### config.mk
export PLATFORM = sky130hd
export DESIGN_NAME = brom_scan_ctrl
export DESIGN_NICKNAME = d
export VERILOG_FILES = /design/src/rtl/brom_pkg.sv /design/src/rtl/brom_max_tracker.sv /design/src/rtl/brom_scan_ctrl.sv
export SDC_FILE = /design/constraint.sdc
export NUM_CORES = 1
export LEC_CHECK = 0
export CORE_ASPECT_RATIO = 1.1
export CORE_UTILIZATION = 50
export CTS_CLUSTER_DIAMETER = 60
export CTS_CLUSTER_SIZE = 14
export DETAILED_ROUTE_END_ITERATION = 6
export HOLD_SLACK_MARGIN = 0.15
export PLACE_DENSITY = 0.9
export RECOVER_POWER = 50
export SETUP_SLACK_MARGIN = 0.05
export SYNTH_ARGS = -nofsm -noshare
export SYNTH_HDL_FRONTEND = slang
export SYNTH_SLANG_ARGS = --single-unit
### constraint.sdc
create_clock -name clk -period 5 [get_ports clk]
set_clock_uncertainty 0.2 [all_clocks]
set_input_delay 1 -clock clk [delete_from_list [all_inputs] [get_ports clk]]
set_output_delay 1 -clock clk [all_outputs]
set_load 0.01 [all_outputs]
### src/rtl/brom_pkg.sv
// -----------------------------------------------------------------------------
// brom_pkg
// Shared types and constants for the block-ROM scan controller.
//   - brom_state_e : controller states (IDLE, ISSUE, DRAIN, DONE)
//   - BROM_ADDR_W / BROM_DATA_W : default ROM address / data widths
//   - BROM_RD_LAT_MIN / BROM_RD_LAT_MAX : legal ROM read latency range
// -----------------------------------------------------------------------------
package brom_pkg;

  localparam int unsigned BROM_ADDR_W     = 4;
  localparam int unsigned BROM_DATA_W     = 4;

  // ROM read latency may only be 1 or 2 cycles.
  localparam int unsigned BROM_RD_LAT_MIN = 1;
  localparam int unsigned BROM_RD_LAT_MAX = 2;

  typedef enum logic [1:0] {
    IDLE  = 2'd0,
    ISSUE = 2'd1,
    DRAIN = 2'd2,
    DONE  = 2'd3
  } brom_state_e;

endpackage

### src/rtl/brom_max_tracker.sv
// -----------------------------------------------------------------------------
// brom_max_tracker
// Consumes valid-tagged ROM samples and keeps the running maximum, the address
// of its first occurrence and the number of samples seen.
// Optional feature macro: BROM_SCAN_SUM_EN adds a non-overflowing sum output.
// Ports:
//   clk, rst        : clock, synchronous active-high reset
//   clr             : start of a new scan (clears results)
//   clr_addr        : base address loaded into max_addr on clear
//   smp_vld         : a ROM sample is present this cycle
//   smp_addr        : address the sample was read from
//   smp_data        : ROM data word
//   max_val         : running / final maximum
//   max_addr        : first address at which max_val was seen
//   count           : number of samples accumulated
//   sum             : (BROM_SCAN_SUM_EN only) sum of all samples
// -----------------------------------------------------------------------------
module brom_max_tracker
  import brom_pkg::*;
#(
  parameter int unsigned ADDR_W = BROM_ADDR_W,
  parameter int unsigned DATA_W = BROM_DATA_W
) (
  input  logic              clk,
  input  logic              rst,
  input  logic              clr,
  input  logic [ADDR_W-1:0] clr_addr,
  input  logic              smp_vld,
  input  logic [ADDR_W-1:0] smp_addr,
  input  logic [DATA_W-1:0] smp_data,
  output logic [DATA_W-1:0] max_val,
  output logic [ADDR_W-1:0] max_addr,
  output logic [ADDR_W:0]   count
`ifdef BROM_SCAN_SUM_EN
  ,
  output logic [DATA_W+ADDR_W-1:0] sum
`endif
);

  logic [DATA_W-1:0] max_val_r;
  logic [ADDR_W-1:0] max_addr_r;
  logic [ADDR_W:0]   count_r;
  logic              take_s;

  // The first sample of a scan (count still zero) always loads; later samples
  // need a strictly larger value so ties keep the earliest-scanned address.
  assign take_s = (count_r == {(ADDR_W+1){1'b0}}) || (smp_data > max_val_r);

  // Maximum / address / count registers.
  always_ff @(posedge clk) begin
    if (rst) begin
      max_val_r  <= {DATA_W{1'b0}};
      max_addr_r <= {ADDR_W{1'b0}};
      count_r    <= {(ADDR_W+1){1'b0}};
    end else if (clr) begin
      max_val_r  <= {DATA_W{1'b0}};
      max_addr_r <= clr_addr;
      count_r    <= {(ADDR_W+1){1'b0}};
    end else if (smp_vld) begin
      count_r <= count_r + {{ADDR_W{1'b0}}, 1'b1};
      if (take_s) begin
        max_val_r  <= smp_data;
        max_addr_r <= smp_addr;
      end else begin
        max_val_r  <= max_val_r;
        max_addr_r <= max_addr_r;
      end
    end else begin
      max_val_r  <= max_val_r;
      max_addr_r <= max_addr_r;
      count_r    <= count_r;
    end
  end

  assign max_val  = max_val_r;
  assign max_addr = max_addr_r;
  assign count    = count_r;

`ifdef BROM_SCAN_SUM_EN
  // Widened by ADDR_W bits so a full-ROM scan of all-ones words cannot wrap.
  logic [DATA_W+ADDR_W-1:0] sum_r;

  // Sample accumulator.
  always_ff @(posedge clk) begin
    if (rst) begin
      sum_r <= {(DATA_W+ADDR_W){1'b0}};
    end else if (clr) begin
      sum_r <= {(DATA_W+ADDR_W){1'b0}};
    end else if (smp_vld) begin
      sum_r <= sum_r + {{ADDR_W{1'b0}}, smp_data};
    end else begin
      sum_r <= sum_r;
    end
  end

  assign sum = sum_r;
`endif

endmodule

### src/rtl/brom_scan_ctrl.sv
// -----------------------------------------------------------------------------
// brom_scan_ctrl
// Start/busy/done controller that walks a synchronous block ROM across an
// inclusive, wrapping address window [base_addr .. last_addr] and reports the
// maximum word, its first address and the number of words read.
// Optional feature macro: BROM_SCAN_SUM_EN adds the 'sum' output.
// Ports:
//   clk, rst             : clock, synchronous active-high reset
//   start                : scan request, honoured only when idle
//   base_addr, last_addr : window bounds, captured when start is accepted
//   busy                 : scan in progress (ISSUE, DRAIN, DONE)
//   done                 : one-cycle completion pulse
//   rom_addr, rom_en     : ROM read address / enable
//   rom_dout             : ROM data, RD_LAT cycles after its address
//   max_val, max_addr    : maximum word and first address holding it
//   count                : words scanned (ADDR_W+1 bits, holds a full ROM)
//   sum                  : (BROM_SCAN_SUM_EN only) sum of words scanned
// -----------------------------------------------------------------------------
module brom_scan_ctrl
  import brom_pkg::*;
#(
  parameter int unsigned ADDR_W = BROM_ADDR_W,
  parameter int unsigned DATA_W = BROM_DATA_W,
  parameter int unsigned RD_LAT = 1
) (
  input  logic              clk,
  input  logic              rst,
  input  logic              start,
  input  logic [ADDR_W-1:0] base_addr,
  input  logic [ADDR_W-1:0] last_addr,
  output logic              busy,
  output logic              done,
  output logic [ADDR_W-1:0] rom_addr,
  output logic              rom_en,
  input  logic [DATA_W-1:0] rom_dout,
  output logic [DATA_W-1:0] max_val,
  output logic [ADDR_W-1:0] max_addr,
  output logic [ADDR_W:0]   count
`ifdef BROM_SCAN_SUM_EN
  ,
  output logic [DATA_W+ADDR_W-1:0] sum
`endif
);

  localparam logic [ADDR_W-1:0] ADDR_ONE   = ADDR_W'(1);
  localparam logic [1:0]        DRAIN_LAST = 2'(RD_LAT - 1);

  brom_state_e       state_r;
  brom_state_e       state_nxt_s;
  logic [ADDR_W-1:0] addr_r;
  logic [ADDR_W-1:0] last_r;
  logic [1:0]        drain_cnt_r;
  logic              start_acc_s;
  logic              at_last_s;
  logic              issue_s;
  logic              busy_nxt_s;
  logic              done_nxt_s;
  logic              rom_en_nxt_s;
  logic              busy_r;
  logic              done_r;
  logic              rom_en_r;

  // Valid / address tags travelling alongside the ROM read latency.
  logic [RD_LAT-1:0] vld_pipe_r;
  logic [ADDR_W-1:0] tag_pipe_r [RD_LAT];

  assign start_acc_s = (state_r == IDLE) && start;
  assign at_last_s   = (addr_r == last_r);
  assign issue_s     = (state_r == ISSUE);

  // FSM state register.
  always_ff @(posedge clk) begin
    if (rst) begin
      state_r <= IDLE;
    end else begin
      state_r <= state_nxt_s;
    end
  end

  // FSM next-state logic.
  always_comb begin
    state_nxt_s = state_r;
    case (state_r)
      IDLE: begin
        if (start) begin
          state_nxt_s = ISSUE;
        end else begin
          state_nxt_s = IDLE;
        end
      end
      ISSUE: begin
        if (at_last_s) begin
          state_nxt_s = DRAIN;
        end else begin
          state_nxt_s = ISSUE;
        end
      end
      DRAIN: begin
        if (drain_cnt_r == DRAIN_LAST) begin
          state_nxt_s = DONE;
        end else begin
          state_nxt_s = DRAIN;
        end
      end
      DONE:    state_nxt_s = IDLE;
      default: state_nxt_s = IDLE;
    endcase
  end

  // FSM output decode from the upcoming state, so the outputs can be registered
  // and still line up with the state they describe.
  always_comb begin
    busy_nxt_s   = 1'b0;
    done_nxt_s   = 1'b0;
    rom_en_nxt_s = 1'b0;
    case (state_nxt_s)
      IDLE: begin
        busy_nxt_s   = 1'b0;
        done_nxt_s   = 1'b0;
        rom_en_nxt_s = 1'b0;
      end
      ISSUE: begin
        busy_nxt_s   = 1'b1;
        done_nxt_s   = 1'b0;
        rom_en_nxt_s = 1'b1;
      end
      DRAIN: begin
        busy_nxt_s   = 1'b1;
        done_nxt_s   = 1'b0;
        rom_en_nxt_s = 1'b0;
      end
      DONE: begin
        busy_nxt_s   = 1'b1;
        done_nxt_s   = 1'b1;
        rom_en_nxt_s = 1'b0;
      end
      default: begin
        busy_nxt_s   = 1'b0;
        done_nxt_s   = 1'b0;
        rom_en_nxt_s = 1'b0;
      end
    endcase
  end

  // Registered control outputs.
  always_ff @(posedge clk) begin
    if (rst) begin
      busy_r   <= 1'b0;
      done_r   <= 1'b0;
      rom_en_r <= 1'b0;
    end else begin
      busy_r   <= busy_nxt_s;
      done_r   <= done_nxt_s;
      rom_en_r <= rom_en_nxt_s;
    end
  end

  // Address generator, window capture and drain counter.
  always_ff @(posedge clk) begin
    if (rst) begin
      addr_r      <= {ADDR_W{1'b0}};
      last_r      <= {ADDR_W{1'b0}};
      drain_cnt_r <= 2'd0;
    end else begin
      case (state_r)
        IDLE: begin
          if (start) begin
            addr_r <= base_addr;
            last_r <= last_addr;
          end else begin
            addr_r <= addr_r;
            last_r <= last_r;
          end
        end
        ISSUE: begin
          // Natural overflow gives the modulo-2^ADDR_W wrap through address 0.
          if (!at_last_s) begin
            addr_r <= addr_r + ADDR_ONE;
          end else begin
            addr_r <= addr_r;
          end
        end
        default: begin
          addr_r <= addr_r;
          last_r <= last_r;
        end
      endcase
      if (state_r == DRAIN) begin
        drain_cnt_r <= drain_cnt_r + 2'd1;
      end else begin
        drain_cnt_r <= 2'd0;
      end
    end
  end

  generate
    if (RD_LAT == BROM_RD_LAT_MIN) begin : g_lat1
      // Single-stage valid/address tag.
      always_ff @(posedge clk) begin
        if (rst) begin
          vld_pipe_r    <= 1'b0;
          tag_pipe_r[0] <= {ADDR_W{1'b0}};
        end else begin
          vld_pipe_r    <= issue_s;
          tag_pipe_r[0] <= addr_r;
        end
      end
    end else begin : g_latn
      // Multi-stage valid/address tag shift register.
      always_ff @(posedge clk) begin
        if (rst) begin
          vld_pipe_r <= {RD_LAT{1'b0}};
          for (int i = 0; i < RD_LAT; i++) begin
            tag_pipe_r[i] <= {ADDR_W{1'b0}};
          end
        end else begin
          vld_pipe_r    <= {vld_pipe_r[RD_LAT-2:0], issue_s};
          tag_pipe_r[0] <= addr_r;
          for (int i = 1; i < RD_LAT; i++) begin
            tag_pipe_r[i] <= tag_pipe_r[i-1];
          end
        end
      end
    end
  endgenerate

  brom_max_tracker #(
    .ADDR_W (ADDR_W),
    .DATA_W (DATA_W)
  ) u_tracker (
    .clk      (clk),
    .rst      (rst),
    .clr      (start_acc_s),
    .clr_addr (base_addr),
    .smp_vld  (vld_pipe_r[RD_LAT-1]),
    .smp_addr (tag_pipe_r[RD_LAT-1]),
    .smp_data (rom_dout),
    .max_val  (max_val),
    .max_addr (max_addr),
    .count    (count)
`ifdef BROM_SCAN_SUM_EN
    ,
    .sum      (sum)
`endif
  );

  assign busy     = busy_r;
  assign done     = done_r;
  assign rom_en   = rom_en_r;
  assign rom_addr = addr_r;

endmodule
# == Word level (Yosys, flattened, before mapping) ==
# Memories as Yosys holds them, arrays and structs flattened.
# Cells that the tools add are included.
# totals
ramBits,4
in_bits,15
ff_bits,29
elab_cells,63
out_inout_bits,20
memories,1
# op_classes
n_reduce_logical,19
n_mux,18
n_eq_ne,9
bitwise,1
n_addsub,3
magnitude_cmp,1
# memory_table
memory,depth,word_bits,read_ports,rd_clocked_by_memory_dff,write_ports,line,source
tag_pipe_r,1,4,1,0,1,brom_scan_ctrl.sv:65,logic [ADDR_W-1:0] tag_pipe_r [RD_LAT];
# ops
operator,count
4-bit two-way mux,6
3-bit OR reduction,3
2-bit == test (second input constant),4
2-bit one-hot mux with 4 select lines,1
4-bit one-hot mux with 2 select lines,1
2-bit logical NOT,3
1-bit two-way mux,6
1-bit one-hot mux with 2 select lines,3
2-bit AND reduction,3
2-bit nonzero test,3
5-bit by 1-bit adder with 5-bit output (second input constant),1
5-bit logical NOT,1
4-bit by 1-bit adder with 4-bit output (second input constant),1
2-bit by 1-bit == test with 1-bit output (second input constant),2
4-bit == test,1
4-bit greater-than comparator,1
2-bit != test (second input constant),2
2-bit OR reduction,2
4-bit OR reduction,1
3-bit AND reduction,1
2-bit by 1-bit adder with 2-bit output (second input constant),1
2-bit two-way mux,1
1-bit logical AND,1
1-bit logical OR,1
1-bit inverter,1

# == Longest topological paths before layout ==
# Gate-level depths: netlist of run 1.
# logic_depth
word_depth,6
ltp_mapped,7
mapped_depth_nobuf,7

# == Hierarchy ==
# From an unflattened synthesis of run 1, not the netlist that was laid out.
# hier_totals
cells_unflattened,154
hier_area_um2,1467.7
# modules_own_cells
module,seq_area_each_um2,instances,area_each_um2,cells_per_inst
brom_scan_ctrl,400.4,1,807.0,85
brom_max_tracker,260.2,1,660.6,69

# == Worst setup path after synthesis of run 1 ==
# Ideal clock, no wire load.
# synth_timing
path_kind,input to register
start,input rom_dout[3]
end,register u_tracker.max_addr_r[0] (netlist: u_tracker.max_addr[0])
t_required_ns,4.714
n_path_buf,0
setup_ns,0.086
arrival_time_ns,2.191
stages,5
path_slack_ns,2.524
cell_sequence,ha_1 -> a211oi_1 -> a21oi_4 -> mux2i_1 -> a211oi_1
# synth_via
elab_chain_len,4
# synth_rtl
item,line,source
start: declaration,brom_scan_ctrl.sv:35,"input logic [DATA_W-1:0] rom_dout,"
4-bit greater-than comparator,brom_max_tracker.sv:47,assign take_s = (count_r == {(ADDR_W+1){1'b0}}) || (smp_data > max_val_r);
1-bit logical OR,brom_max_tracker.sv:47,
2-bit nonzero test (no source line),-,
2-bit AND reduction (no source line),-,
end signal: assignment,brom_max_tracker.sv:53,max_addr_r <= {ADDR_W{1'b0}};
end signal: assignment,brom_max_tracker.sv:57,max_addr_r <= clr_addr;
end signal: assignment,brom_max_tracker.sv:63,max_addr_r <= smp_addr;
end: declaration,brom_max_tracker.sv:41,logic [ADDR_W-1:0] max_addr_r;
# Every way passes these cells.
# A chain may end at the register's enable or synchronous reset.

# == Worst setup path after layout of run 1 ==
# layout_timing
start,input rom_dout[3]
end,register u_tracker.max_addr_r[2] (netlist: u_tracker.max_addr[2])
# Same word-level chain as after synthesis.

==> results.sh, run 1 <==
export IMPL_core_mm2=0.00259
export IMPL_cts_resized=0
export IMPL_required_ps=5050
export IMPL_antenna_cells=0
export IMPL_period_share_pct=54.1
export IMPL_via_per_inst=5.34
export IMPL_fin_cells=218
export IMPL_synth_flop_cell="dfxtp_1"
export IMPL_fin_setup_tns_ps=0
export IMPL_ys_ff_latch=33
export IMPL_fmax_ghz=0.370
export IMPL_rr_endpoint="u_tracker.max_addr[2]"
export IMPL_maxCapViolations=0
export IMPL_slew_viol_final=0
export IMPL_pre_cts_slack_ps=1950
export IMPL_synth_edf_count=0
export IMPL_multi_input_area_um2=709
export IMPL_clock_latency_ps=330
export IMPL_grt_use_total_pct=21.1
export IMPL_grt_ovfl_total=0
export IMPL_firstDrtPassIters=4
export IMPL_crit_fanout=8
export IMPL_clk_path_buf_depth=2
export IMPL_synth_top_area_share_pct=46.3
export IMPL_cp_arrival_ps=2750
export IMPL_path_buf_inv=1
export IMPL_grt_pass1_vias=1151
export IMPL_ir_worst_vdd_mv=0.289
export IMPL_cts_tree="yes"
export IMPL_leakage_nw=0.708
export IMPL_ff2ff_setup_slack_ps=2940
export IMPL_yosys_cell_count_top_type="dfxtp_1"
export IMPL_place_hpwl_mm=2.01
export IMPL_syn_nets=176
export IMPL_io_buffers=34
export IMPL_io_pins=35
export IMPL_hold_end="last_r[3]"
export IMPL_n_fill_cell=202
export IMPL_cp_cell_sequence="clkdlybuf4s50_1 -> ha_1 -> a211oi_1 -> a21oi_4 -> mux2i_1 -> a211oi_1"
export IMPL_cts_hold_buf=0
export IMPL_grt_max_degree=23
export IMPL_netlist_instances=153
export IMPL_whs_path_depth=2
export IMPL_worst_pin_slew_ps=741
export IMPL_min_from="last_r[3]"
export IMPL_cts_buffers=5
export IMPL_root_buffer="clkbuf_4"
export IMPL_first_iter_violations=10
export IMPL_yosysTopAreaCell="dfxtp_1"
export IMPL_crit_top_cell="a211oi_1"
export IMPL_slowest_stage="clkdlybuf4s50_1"
export IMPL_syn_avg_cell_area_um2=9.33
export IMPL_p_per_area_mw_per_mm2=371
export IMPL_antenna_found_initial=0
export IMPL_cp_start_kind="input port"
export IMPL_critical_path_class="in2reg"
export IMPL_drcViolationCount=0
export IMPL_cp_top_family="compound AO/OA/AOI/OAI gates"
export IMPL_place_gp_congestion=0.829
export IMPL_wirelength_mm=2.73
export IMPL_netlist_cell_type_count=29
export IMPL_drive_gt1_share_pct=5.35
export IMPL_relSlewSlack_pct=50.5
export IMPL_setup_viol=0
export IMPL_max_stage_delay_ps=430
export IMPL_wl_per_cell_um=12.5
export IMPL_hold_slack_ps=275
export IMPL_initial_core_util_pct=55.1
export IMPL_ys_seq_area_share_pct=46.3
export IMPL_rsz0062_at_grt="false"
export IMPL_async_reset_ff_share_pct=0
export IMPL_fin_ws_ps=2300
export IMPL_final_hold_viol_count=0
export IMPL_ant_nets=0
export IMPL_reg2reg_from="u_tracker.count[0]"
export IMPL_register_area_um2=661
export IMPL_die_w_um=52.9
export IMPL_dp_cells=212
export IMPL_dr_total_vias=1164
export IMPL_dieArea_mm2=0.00307
export IMPL_crit_path_end_kind="register"
export IMPL_clk_pin_slew_ps=90
export IMPL_synth_warnings=0
export IMPL_htreeDepth=2
export IMPL_die_h_um=58.0
export IMPL_reg2reg_depth=7
export IMPL_ys_top_cells_by_area="dfxtp_1, ha_1, mux2i_1, nor2_1, a211oi_1"
export IMPL_clkSinkCount=33
export IMPL_min_path_type="reg2reg"
export IMPL_grt_pass1_wl_mm=4.71
export IMPL_min_period_ps=2700
export IMPL_netlist_area_mm2=0.00143
export IMPL_area_delta_synth_final_pct=27.9
export IMPL_status="finished, final reports clean"
export IMPL_rows=19
export IMPL_post_cts_buffers=0
export IMPL_synth_common_cells="dfxtp_1, nor2_1, nand2_1"
export IMPL_nets=211
==> worst register-to-register path, stage by stage (launching register included) <==
cell,delay (ps)
dfxtp_1,430
inv_1,70
ha_1,190
nor4b_2,160
a211oi_1,350
a21oi_4,190
mux2i_1,150
a211oi_1,230
==> flip-flops by register name, indices dropped and copies added, names as in the netlist <==
register / count
vld_pipe_r: 1
tag_pipe_r: 4
u_tracker.count: 5
busy: 1
rom_addr: 4
drain_cnt_r: 2
rom_en: 1
last_r: 4
u_tracker.max_val: 4
done: 1
state_r: 2
u_tracker.max_addr: 4
==> layer usage <==
layer  global-route usage, %  wire (um)  vias up
met5                       0          0        -
met4                    7.14         36        0
met3                    8.40        188        3
met2                    36.2       1400       39
met1                    23.2       1110      532
li1                        -          -      590
==> power by group <==
group | total [mW] | internal [mW] | switching, mW
combinational | 0.212 | 0.104 | 0.107
sequential | 0.335 | 0.301 | 0.0342
clock | 0.130 | 0.0486 | 0.0818
total | 0.678 | 0.454 | 0.224
==> cells by family (layout without fill, tap and decap cells) <==
family	after synthesis	in the layout	share of synthesized area (%)
compound gates	23	23	11.1
xor+xnor	8	8	4.91
fa+ha+maj	8	8	7.01
buf+inv	15	49	4.03
flops	33	33	46.3
mux	11	11	7.80
simple gates	55	55	18.8
==> through the flow <==
stage / power [mW] / util [%] / cell area, um^2
2_1_floorplan: 0.474 / - / 1430
3_3_place_gp: 0.548 / 68.8 / 1780
3_5_place_dp: 0.559 / 68.8 / 1780
4_1_cts: 0.690 / 70.4 / 1830
5_1_grt: 0.721 / 70.4 / 1830
6_report: 0.678 / 70.4 / 1830
==> area by class of cell <==
cell class,instances,share of cell area [%]
clock inverters,1,0.274
well taps,31,2.12
inverters,9,1.85
multi-input cells,105,38.9
repair buffers,34,18.6
clock buffers,5,2.06
flip-flops and latches,33,36.2
==> worst max-delay path by stage <==
stage | from | to | cells after the start
2_1_floorplan | rom_dout[3] | u_tracker.max_addr[0] | 5
3_3_place_gp | rom_dout[1] | u_tracker.max_addr[3] | 7
3_5_place_dp | rom_dout[3] | u_tracker.max_addr[1] | 6
4_1_cts | rom_dout[3] | u_tracker.max_addr[3] | 6
5_1_grt | rom_dout[1] | u_tracker.max_addr[2] | 7
6_report | rom_dout[3] | u_tracker.max_addr[2] | 6
==> cells in the final DEF, fill, tap and decap left out, types with 2 or more instances in the layout <==
cell type        netlist  final
a211oi_1               7      7
a221oi_1               2      2
nor2b_1                5      5
a21oi_1                9      9
dfxtp_1               33     33
and2_1                 4      3
nand4_1                4      4
nand2_1               13     13
nand2b_1               2      2
mux2i_1               10     10
nand3_1                2      2
dlygate4sd3_1          0     12
nor3_1                 2      2
nor2_1                19     19
ha_1                   8      8
inv_1                  9      9
clkdlybuf4s50_1        0     22
xor2_1                 3      3
clkbuf_4               0      5
xnor2_1                5      5
(Power assumes the default switching activity.)
==> run 2: changes to the inputs <==
--- a/config.mk
+++ b/config.mk
@@ -6,12 +6,12 @@
 export NUM_CORES = 1
 export LEC_CHECK = 0
 export CORE_ASPECT_RATIO = 1.1
-export CORE_UTILIZATION = 50
+export CORE_UTILIZATION = 48
 export CTS_CLUSTER_DIAMETER = 60
 export CTS_CLUSTER_SIZE = 14
 export DETAILED_ROUTE_END_ITERATION = 6
 export HOLD_SLACK_MARGIN = 0.15
-export PLACE_DENSITY = 0.9
+export PLACE_DENSITY = 0.87
 export RECOVER_POWER = 50
 export SETUP_SLACK_MARGIN = 0.05
 export SYNTH_ARGS = -nofsm -noshare
==> constraint.sdc (replaced) <==
create_clock -name clk -period 2.6 [get_ports clk]
set_clock_uncertainty 0.2 [all_clocks]
set_input_delay 0.52 -clock clk [delete_from_list [all_inputs] [get_ports clk]]
set_output_delay 0.52 -clock clk [all_outputs]
set_load 0.01 [all_outputs]
==> results.sh, run 2 (synthesis results as in run 1) <==
export IMPL_status="finished, final reports clean"
export IMPL_fmax_ghz=0.441
export IMPL_slowest_stage="clkdlybuf4s50_1"
export IMPL_cts_buffers=5
export IMPL_grt_max_degree=16
export IMPL_crit_path_end_kind="register"
export IMPL_required_ps=2640
export IMPL_first_iter_violations=13
export IMPL_firstDrtPassIters=4
export IMPL_cp_cell_sequence="clkdlybuf4s50_1 -> ha_1 -> a211oi_1 -> a21oi_4 -> mux2i_1 -> a211oi_1"
export IMPL_die_w_um=54
export IMPL_leakage_nw=0.692
export IMPL_grt_busiest_layer="met2"
export IMPL_final_hold_viol_count=0
export IMPL_setup_viol=0
export IMPL_via_per_inst=5.19
export IMPL_grt_ovfl_total=0
export IMPL_p_sw_share_pct=31.6
export IMPL_antenna_found_initial=0
export IMPL_period_share_pct=87.3
export IMPL_drive_gt1_share_pct=5.26
export IMPL_nets=213
export IMPL_crit_fanout=8
export IMPL_cp_arrival_ps=2310
export IMPL_grtUsageMet2_pct=37.7
export IMPL_rows=20
export IMPL_comb_power_share_pct=30.8
export IMPL_area_delta_synth_final_pct=29.4
export IMPL_io_pins=35
export IMPL_cts_resized=0
export IMPL_post_cts_buffers=0
export IMPL_drcViolationCount=0
export IMPL_io_buffers=34
export IMPL_p_int_mw=0.914
export IMPL_dp_cells=216
export IMPL_min_path_type="reg2reg"
export IMPL_antenna_cells=0
export IMPL_pwr_share_seq_pct=48.2
export IMPL_cp_top_family="compound AO/OA/AOI/OAI gates"
export IMPL_wl_per_cell_um=12.2
export IMPL_critical_path_class="in2reg"
export IMPL_ant_nets=0
export IMPL_min_period_ps=2270
export IMPL_fin_cells=223
export IMPL_dr_total_vias=1157
export IMPL_place_hpwl_mm=2.06
export IMPL_clk_path_buf_depth=2
export IMPL_relSlewSlack_pct=59.9
export IMPL_clkPwrFrac_pct=21.0
export IMPL_wirelength_mm=2.72
export IMPL_p_per_area_mw_per_mm2=724
export IMPL_p_switching_mw=0.423
export IMPL_slew_viol_final=0
export IMPL_clkSinkCount=33
export IMPL_grt_pass1_wl_mm=4.64
export IMPL_clk_pin_slew_ps=90
export IMPL_grt_use_total_pct=20.5
export IMPL_path_buf_inv=1
export IMPL_fin_setup_tns_ps=0
export IMPL_cts_tree="yes"
export IMPL_core_mm2=0.00280
export IMPL_pre_cts_slack_ps=-8.39
export IMPL_use_met3_pct=7.44
export IMPL_final_common_cell="dfxtp_1"
export IMPL_largest_reg_flops=5
export IMPL_clock_latency_ps=320
export IMPL_layout_common_cells="dfxtp_1, clkdlybuf4s50_1, nor2_1"
export IMPL_root_buffer="clkbuf_4"
export IMPL_fin_ws_ps=330
export IMPL_cp_start_kind="input port"
export IMPL_htreeDepth=2
export IMPL_dieArea_mm2=0.00320
export IMPL_worst_pin_slew_ps=602
export IMPL_maxCapViolations=0
export IMPL_grt_pass1_vias=1156
export IMPL_max_stage_delay_ps=430
export IMPL_cts_hold_buf=0
export IMPL_crit_top_cell="a211oi_1"
export IMPL_grt_met1_usage_pct=20.1
export IMPL_place_gp_congestion=0.837
export IMPL_n_fill_cell=235
export IMPL_die_h_um=59.2
export IMPL_initial_core_util_pct=50.9
export IMPL_rsz0062_at_grt="false"
export IMPL_ir_worst_vdd_mv=0.486
==> run 2: cell count changes in the layout (fill, tap and decap cells not counted) <==
| cell | previous run | this run |
|---|---|---|
| clkinv_2 | 1 | 0 |
| clkdlybuf4s50_1 | 22 | 30 |
| and2_0 | 1 | 3 |
| and2_1 | 3 | 1 |
| dlygate4sd3_1 | 12 | 4 |
| clkbuf_8 | 0 | 1 |
| clkbuf_1 | 0 | 3 |
==> run 2: power groups by stage <==
stage | clock [mW] | sequential, mW | combinational [mW]
2_1_floorplan | 0 | 0.661 | 0.251
3_3_place_gp | 0 | 0.653 | 0.402
3_5_place_dp | 0 | 0.656 | 0.419
4_1_cts | 0.291 | 0.646 | 0.420
5_1_grt | 0.314 | 0.656 | 0.460
6_report | 0.281 | 0.645 | 0.411
==> run 2: per-stage QoR <==
step	total power, mW	hold slack, ps	cell area, um^2	utilization, %
after floorplan	0.912	249	1430	-
after global placement	1.05	255	1800	64.2
after detailed placement	1.07	259	1800	64.2
after CTS	1.36	272	1860	66.2
after global routing	1.43	289	1850	65.9
final	1.34	272	1850	65.9
==> run 2: tightest hold or removal path: cells and delay by family (launching register included) <==
| family | cells | cell delay, ps |
|---|---|---|
| flip-flops | 1 | 330 |
| AND/OR/NAND/NOR | 1 | 50 |
| AO/OA/AOI/OAI | 1 | 50 |
==> run 2: metal layers <==
| layer | vias up | share of wire, % |
|---|---|---|
| met3 | 5 | 6.3 |
| met5 | - | 0 |
| li1 | 592 | - |
| met2 | 39 | 50 |
| met1 | 521 | 42 |
| met4 | 0 | 1.5 |
==> run 2: worst paths after layout <==
kind,from,endpoint,slack (ps),depth (start not counted)
worst max-delay path,rom_dout[3],u_tracker.max_addr[1],330,6
worst max register to register,u_tracker.count[0],u_tracker.max_addr[1],520,7
worst min register to register,last_r[3],last_r[3],270,2
worst min-delay path,last_r[3],last_r[3],270,2
==> run 2: area by class of cell <==
cell class              instances  area [um^2]  share of cell area, %
clock buffers                   7         55.1                   2.98
inverters                       9         33.8                   1.83
multi-input cells             105          709                   38.4
flip-flops and latches         33          661                   35.7
well taps                      33         41.3                   2.23
repair buffers                 36          348                   18.8
==> run 3: changes to the inputs <==
--- a/config.mk
+++ b/config.mk
@@ -6,12 +6,13 @@
 export NUM_CORES = 1
 export LEC_CHECK = 0
 export CORE_ASPECT_RATIO = 1.1
+export CORE_MARGIN = 3
 export CORE_UTILIZATION = 48
 export CTS_CLUSTER_DIAMETER = 60
-export CTS_CLUSTER_SIZE = 14
+export CTS_CLUSTER_SIZE = 12
 export DETAILED_ROUTE_END_ITERATION = 6
 export HOLD_SLACK_MARGIN = 0.15
-export PLACE_DENSITY = 0.87
+export PLACE_DENSITY = 0.79
 export RECOVER_POWER = 50
 export SETUP_SLACK_MARGIN = 0.05
 export SYNTH_ARGS = -nofsm -noshare
==> results.sh, run 3 (synthesis results as in run 1) <==
export IMPL_status="finished, final reports clean"
export IMPL_first_iter_violations=38
export IMPL_worst_pin_slew_ps=606
export IMPL_setup_viol=0
export IMPL_reg2reg_depth=7
export IMPL_dr_total_vias=1172
export IMPL_period_share_pct=89.2
export IMPL_fin_area_mm2=0.00187
export IMPL_grt_ovfl_total=0
export IMPL_place_hpwl_mm=2.14
export IMPL_min_period_ps=2320
export IMPL_crit_path_end_kind="register"
export IMPL_antenna_found_initial=0
export IMPL_via_per_inst=5.26
export IMPL_area_delta_synth_final_pct=31.3
export IMPL_ir_worst_vdd_mv=0.510
export IMPL_post_cts_buffers=0
export IMPL_rr_endpoint="u_tracker.max_addr[1]"
export IMPL_ff2ff_setup_slack_ps=470
export IMPL_pre_cts_slack_ps=-7.25
export IMPL_initial_core_util_pct=50.9
export IMPL_power_total_mw=1.46
export IMPL_hold_end="last_r[3]"
export IMPL_clk_path_buf_depth=2
export IMPL_place_area_mm2=0.00179
export IMPL_fmax_ghz=0.431
export IMPL_rows=20
export IMPL_maxCapViolations=0
export IMPL_min_path_type="reg2reg"
export IMPL_p_per_area_mw_per_mm2=780
export IMPL_htreeDepth=2
export IMPL_drive_gt1_share_pct=5.79
export IMPL_rsz0062_at_grt="false"
export IMPL_relSlewSlack_pct=59.6
export IMPL_die_w_um=58
export IMPL_critical_path_class="in2reg"
export IMPL_ant_nets=0
export IMPL_fin_ws_ps=280
export IMPL_leakage_nw=0.705
export IMPL_dp_cells=215
export IMPL_hold_slack_ps=272
export IMPL_grt_use_total_pct=16.9
export IMPL_grt_pass1_vias=1095
export IMPL_crit_fanout=8
export IMPL_fin_setup_tns_ps=0
export IMPL_slew_viol_final=0
export IMPL_clkSinkCount=33
export IMPL_clock_latency_ps=330
export IMPL_antenna_cells=0
export IMPL_nets=212
export IMPL_fin_cells=223
export IMPL_wl_per_cell_um=13.1
export IMPL_io_pins=35
export IMPL_required_ps=2650
export IMPL_core_mm2=0.00280
export IMPL_wirelength_mm=2.92
export IMPL_io_buffers=34
export IMPL_die_h_um=63.2
export IMPL_whs_path_depth=2
export IMPL_place_gp_congestion=0.774
export IMPL_clk_pin_slew_ps=100
export IMPL_reg2reg_from="u_tracker.count[0]"
export IMPL_cts_tree="yes"
export IMPL_drcViolationCount=0
export IMPL_cts_buffers=5
export IMPL_cp_start_kind="input port"
export IMPL_final_hold_viol_count=0
export IMPL_largest_reg_flops=5
export IMPL_layout_common_cells="dfxtp_1, clkdlybuf4s50_1, nor2_1"
export IMPL_finish_utilization_pct=66.9
export IMPL_cp_arrival_ps=2370
export IMPL_root_buffer="clkbuf_4"
export IMPL_min_from="last_r[3]"
export IMPL_cts_hold_buf=0
export IMPL_final_common_cell="dfxtp_1"
export IMPL_firstDrtPassIters=4
export IMPL_grt_pass1_wl_mm=4.83
export IMPL_dieArea_mm2=0.00367
export IMPL_n_fill_cell=240
export IMPL_grt_max_degree=16
export IMPL_cts_resized=0
run 3: metal layers:
layer,routed length [um],part of all wire [%],track usage (%),vias to the layer above
li1,-,-,-,590
met1,1240,43,19.0,545
met2,1480,51,29.7,33
met3,153,5.2,5.53,4
met4,42,1.4,5.22,0
met5,0,0,0,-
run 3: cell type report:
cell class	count	area (um^2)	share of cell area, %
repair buffers	35	344	18.4
multi-input cells	105	709	37.9
inverters	9	33.8	1.80
clock inverters	1	30.0	1.60
flip-flops and latches	33	661	35.2
well taps	33	41.3	2.20
clock buffers	7	55.1	2.94
run 3: worst max-delay path by stage:
stage                      from                    end  slack [ps]
floorplan           rom_dout[3]  u_tracker.max_addr[0]         600
global placement    rom_dout[1]  u_tracker.max_addr[1]         110
detailed placement  rom_dout[1]  u_tracker.max_addr[2]          -7
CTS                 rom_dout[3]  u_tracker.max_addr[1]         290
global route        rom_dout[3]  u_tracker.max_addr[2]         180
finish              rom_dout[3]  u_tracker.max_addr[1]         280
run 3: worst max-delay path, stage by stage:
cell             delay, ps
clkdlybuf4s50_1        430
ha_1                   340
a211oi_1               460
a21oi_4                200
mux2i_1                160
a211oi_1               250
run 3: where the power goes:
| group | switching (mW) | internal (mW) |
|---|---|---|
| registers | 0.0685 | 0.579 |
| clock network | 0.171 | 0.230 |
| logic | 0.206 | 0.208 |
